$ cat src/rtl/demux2_deinterleave_if.sv
// rtl/demux2_deinterleave_if.sv - tagged sample input stream and paired lane output stream
interface demux2_deinterleave_if #(
    parameter int WIDTH = 1
);
    logic             in_valid;
    logic [WIDTH-1:0] d;
    logic             sel;
    logic             in_ready;
    logic [WIDTH-1:0] z0;
    logic [WIDTH-1:0] z1;
    logic             out_valid;
    logic             out_ready;

    modport master (
        output in_valid, d, sel, out_ready,
        input  in_ready, z0, z1, out_valid
    );

    modport slave (
        input  in_valid, d, sel, out_ready,
        output in_ready, z0, z1, out_valid
    );
endinterface

$ cat src/rtl/demux2_deinterleave.sv
// rtl/demux2_deinterleave.sv - lane demultiplexer pairing lane0/lane1 samples; option DEMUX2_ORDER_CHECK_EN
module demux2_deinterleave #(
    parameter int WIDTH = 1,
    parameter int CNT_W = 8
) (
    input  logic                 clk,
    input  logic                 rst_n,
    demux2_deinterleave_if.slave bus,
    output logic                 err,
    output logic [CNT_W-1:0]     pair_cnt
);
    typedef enum logic [1:0] {EMPTY, GOT0, GOT1, FULL} state_t;

    state_t state_q, state_d;
    logic   acc, hs;
    logic   wr0, wr1, err_d;

    always_ff @(posedge clk or negedge rst_n) begin
        if (!rst_n) begin
            state_q  <= EMPTY;
            bus.z0   <= '0;
            bus.z1   <= '0;
            err      <= 1'b0;
            pair_cnt <= '0;
        end else begin
            state_q <= state_d;
            err     <= err_d;
            if (wr0) bus.z0 <= bus.d;
            if (wr1) bus.z1 <= bus.d;
            if (hs)  pair_cnt <= pair_cnt + 1'b1;
        end
    end

    // An accept while FULL implies out_ready, so the pair retires in the same cycle.
    always_comb begin
        state_d = state_q;
        wr0     = 1'b0;
        wr1     = 1'b0;
        err_d   = 1'b0;
        acc     = bus.in_valid && bus.in_ready;
        hs      = bus.out_valid && bus.out_ready;
        case (state_q)
            EMPTY, FULL: begin
                if (state_q == FULL && hs) state_d = EMPTY;
                if (acc) begin
                    if (!bus.sel) begin
                        wr0     = 1'b1;
                        state_d = GOT0;
                    end else begin
`ifdef DEMUX2_ORDER_CHECK_EN
                        err_d   = 1'b1;
`else
                        wr1     = 1'b1;
                        state_d = GOT1;
`endif
                    end
                end
            end
            GOT0: begin
                if (acc) begin
                    if (bus.sel) begin
                        wr1     = 1'b1;
                        state_d = FULL;
                    end else begin
                        wr0   = 1'b1;
                        err_d = 1'b1;
                    end
                end
            end
            GOT1: begin
                if (acc) begin
                    if (!bus.sel) begin
                        wr0     = 1'b1;
                        state_d = FULL;
                    end else begin
                        wr1   = 1'b1;
                        err_d = 1'b1;
                    end
                end
            end
            default: state_d = EMPTY;
        endcase
    end

    always_comb begin
        bus.out_valid = (state_q == FULL);
        bus.in_ready  = (state_q != FULL) || bus.out_ready;
    end
endmodule

$ cat src/flat_wrapper.sv
// flat-port wrapper written by rule: the top's interface ports become plain ports
module demux2_deinterleave_flat 
#(
    parameter int WIDTH = 1,
    parameter int CNT_W = 8
)
  (clk, rst_n, err, pair_cnt, bus_in_valid, bus_d, bus_sel, bus_out_ready, bus_in_ready, bus_z0, bus_z1, bus_out_valid);
  demux2_deinterleave_if #(.WIDTH(WIDTH)) bus_i ();
  input  logic clk;
  input  logic rst_n;
  output logic err;
  output logic [CNT_W-1:0] pair_cnt;
  input wire logic [$bits(bus_i.in_valid)-1:0] bus_in_valid;
  input wire logic [$bits(bus_i.d)-1:0] bus_d;
  input wire logic [$bits(bus_i.sel)-1:0] bus_sel;
  input wire logic [$bits(bus_i.out_ready)-1:0] bus_out_ready;
  output wire logic [$bits(bus_i.in_ready)-1:0] bus_in_ready;
  output wire logic [$bits(bus_i.z0)-1:0] bus_z0;
  output wire logic [$bits(bus_i.z1)-1:0] bus_z1;
  output wire logic [$bits(bus_i.out_valid)-1:0] bus_out_valid;
  assign bus_i.in_valid = bus_in_valid;
  assign bus_i.d = bus_d;
  assign bus_i.sel = bus_sel;
  assign bus_i.out_ready = bus_out_ready;
  assign bus_in_ready = bus_i.in_ready;
  assign bus_z0 = bus_i.z0;
  assign bus_z1 = bus_i.z1;
  assign bus_out_valid = bus_i.out_valid;
  demux2_deinterleave #(.WIDTH(WIDTH), .CNT_W(CNT_W)) u_core (.clk(clk), .rst_n(rst_n), .bus(bus_i), .err(err), .pair_cnt(pair_cnt));
endmodule
$ cat config.mk
export PLATFORM = sky130hd
export DESIGN_NAME = demux2_deinterleave_flat
export DESIGN_NICKNAME = d
export VERILOG_FILES = /design/src/rtl/demux2_deinterleave_if.sv /design/src/rtl/demux2_deinterleave.sv /design/src/flat_wrapper.sv
export SDC_FILE = /design/constraint.sdc
export NUM_CORES = 1
export LEC_CHECK = 0
export CAP_MARGIN = 25
export CORE_MARGIN = 1
export CORE_UTILIZATION = 44
export DETAILED_ROUTE_END_ITERATION = 10
export GPL_ROUTABILITY_DRIVEN = 0
export MAX_ROUTING_LAYER = met4
export PLACE_DENSITY = 0.71
export REMOVE_ABC_BUFFERS = 1
export SKIP_CTS_REPAIR_TIMING = 1
export SLEW_MARGIN = 0
export SYNTH_ARGS = -nofsm -noshare
export SYNTH_HDL_FRONTEND = slang
export SYNTH_SLANG_ARGS = --single-unit
$ cat constraint.sdc
create_clock -name clk -period 2.2 [get_ports clk]
set_clock_uncertainty 0.1 [all_clocks]
set_input_delay 0.55 -clock clk [delete_from_list [all_inputs] [get_ports clk]]
set_output_delay 0.55 -clock clk [all_outputs]
set_load 0.05 [all_outputs]
==> metrics.csv <==
stage,metric,value,unit
route,drt initial violations,11,
min_path,Hold Path Depth,1,
route,DRC,0,
power,leakage,0.425,nW
worst_setup_path,cell family with most CP delay,buffers and inverters,
synthesis,most frequent cell after synthesis,dfrtp_1,
worst_setup_path,Worst R2R End,u_core.state_q[0]$_DFFE_PN0P_,
cts,CTS Buf Count,3,
synthesis,main flop type after synthesis,dfrtp_1,
worst_setup_path,Buf/Inv on CP,1,
final_layout,Layout Nets,91,
power,Sw Share,47.4,%
cts,Clock Tree Buf Depth,2,
power,worst ir drop on vdd,0.979,mV
synthesis,synthesized area per cell,11.9,µm²
outcome,outcome,completed,
cts,clk_lat worst skew,0.28,ns
route,Routed WL,1210,µm
worst_setup_path,element type at the critical path end,output port,
power,P_sw,0.672,mW
floorplanning,I/O pins,19,
worst_setup_path,CP required,1.55,ns
floorplanning,Die Y,40.5,µm
worst_setup_path,"slowest stage delay, CP",0.82,ns
timing,Setup-failing EPs final,0,
route,Detailed Routing Iterations Pass 1,5,
global_routing,GRT Total Usage,17.7,%
synthesis,synth top area cells,"dfrtp_1 (50%), ha_1 (9.6%), mux2_2 (6.9%)",
synthesis,post-synthesis cell type count,20,
global_routing,maximum number of pins on one net before global-route repair,14,
floorplanning,DIE WIDTH,40.5,µm
final_layout,ratio of cells with drive above 1 in the final layout,22.8,%
synthesis,top-area cell type share of the netlist area,49.8,%
synthesis,Syn Inst Count,55,
min_path,class of the worst hold path,flip-flop to flip-flop,
min_path,worst hold start,u_core.pair_cnt[7]$_DFFE_PN0P_,
timing,Slew HR,61.2,%
worst_setup_path,crit-path max FO,4,
power,pwr/cell area,1560,nW/µm²
floorplanning,Site Rows,13,
cts,CTS tree,done,
cts,H-tree Lvls,1,
final_layout,area delta synth->final,39.1,%
synthesis,register area share after synthesis,49.8,%
timing,Final Hold Fails,0,
synthesis,Synth Warn #,0,
floorplanning,Die Area,1640,µm²
synthesis,Yosys top cell by area,dfrtp_1,
power,power share of the clock group,10.7,%
worst_setup_path,R2R setup slack,0.43,ns
cts,Worst-path clk slew,0.09,ns
route,Via Count,498,
timing,FMAX,0.465,GHz
timing,RSZ-0062 raised after global routing,no,
timing,transition time at the pin with the least slew margin,0.580,ns
power,Comb pwr share,60.7,%
timing,Setup TNS Final,0,ns
final_layout,Util after Layout,68.1,%
synthesis,Commonest cells post-synth,"dfrtp_1 (13), ha_1 (5), inv_1 (5), nand3_1 (5), xnor2_1 (5)",
timing,post-layout min period,2.15,ns
place,Final HPWL DP,945,µm
global_routing,antenna violations before repair,0,
global_routing,first-pass GRT wire length,1760,µm
synthesis,"Async S/R FF share, synth",100,%
worst_setup_path,Setup CP Type,flip-flop to output port,
synthesis,flop and latch count out of synthesis,13,
min_path,Hold EP,u_core.pair_cnt[7]$_DFFE_PN0P_,
job,Max Cap Viol,0,
worst_setup_path,CP max stage cell,clkdlybuf4s50_1,
cts,clk root buf,clkbuf_4,
route,vias per cell,5.30,
worst_setup_path,crit-path cells,clkdlybuf4s50_1,
floorplanning,Initial Utilization,49.0,%
route,WL per Instance,12.9,µm
cts,# clock sinks,13,
worst_setup_path,CP startpoint kind,flip-flop,
power,Int Pwr,0.746,mW
place,Port Buf Inserts,18,
global_routing,Overflow after GRT,0,
synthesis,Post-Syn Area,653,µm²
worst_setup_path,RR Startpoint,u_core.state_q[0]$_DFFE_PN0P_,
synthesis,Post-synth EDFFs,0,
timing,count of final max-slew check failures,0,
power,power share of the sequential group,28.7,%
worst_setup_path,FF-to-FF path depth,5,
worst_setup_path,WP data arrival,1.50,ns
floorplanning,Core ar.,1330,µm²
route,ANT nets after route,0,
timing,period utilization,97.7,%
global_routing,vias in the first global route,440,
final_layout,ant diodes,0,
==> metal layers <==
layer	part of all wire, %	GRT usage, %	routed length [µm]
met3	6.8	3.33	82
met5	0	-	0
met2	48	27.0	577
met1	43	20.7	520
met4	2.7	12.5	33
==> through the flow <==
step	cell area, µm²	setup slack (ns)	std cells	hold WS, ns	total power, mW
detailed placement	880	0.0320	90	0.402	1.27
CTS	906	0.0300	94	0.415	1.42
global placement	880	0.0387	90	0.385	1.26
global route	908	0.0127	94	0.429	1.49
floorplan	653	-0.0214	55	0.154	0.980
finish	908	0.0498	94	0.411	1.42
==> registers in the layout (all words and copies together), names as in the netlist <==
signal           cells
u_core.err           1
u_core.pair_cnt      8
u_core.state_q       2
u_core.bus.z0        1
u_core.bus.z1        1
==> final cells by class <==
type                            count  area [µm²]
Fill cell                          99         425
Sequential cell                    13         325
Multi-Input combinational cell     37         312
Timing Repair Buffer               20         208
Clock buffer                        4        26.3
Inverter                            5        18.8
Tap cell                           15        18.8
==> power by group through the flow <==
stage	clock [mW]	combinational (mW)	sequential, mW
finish	0.151	0.860	0.406
global route	0.160	0.911	0.422
CTS	0.155	0.860	0.410
detailed placement	0	0.855	0.414
global placement	0	0.848	0.409
floorplan	0	0.345	0.635
==> how the worst max path moves through the flow <==
| stage | from | end | cells past startpoint |
|---|---|---|---|
| after global placement | bus_out_ready | bus_in_ready | 3 |
| after CTS | bus_out_ready | bus_in_ready | 3 |
| final | u_core.pair_cnt[3]$_DFFE_PN0P_ | pair_cnt[3] | 1 |
| after floorplan | u_core.state_q[0]$_DFFE_PN0P_ | u_core.bus.z1$_DFFE_PN0P_ | 4 |
| after detailed placement | bus_out_ready | bus_in_ready | 3 |
| after global routing | u_core.pair_cnt[7]$_DFFE_PN0P_ | pair_cnt[7] | 1 |
==> kinds of logic after synthesis <==
kind of cell               share of synthesized area, %
adders and majority gates                          9.58
and+or+nand+nor                                    12.5
buffers and inverters                              2.87
DFF                                                49.8
AOI/OAI and AO/OA                                  4.79
xor gates and xnor gates                           10.5
muxes                                              9.96
==> cells in the final DEF, fill, tap and decap left out, drive strengths merged <==
cell type / instances
nand4: 1
inv: 5
nand3: 5
clkbuf: 4
nand2: 2
o211a: 1
nor3b: 1
clkdlybuf4s50: 13
nand2b: 1
a211oi: 1
or4: 1
xnor2: 6
buf: 7
mux2i: 2
nor2: 4
dfrtp: 13
mux2: 4
o21bai: 1
a31oi: 1
ha: 5
xor2: 1
Power figures use the tool's default switching activity.
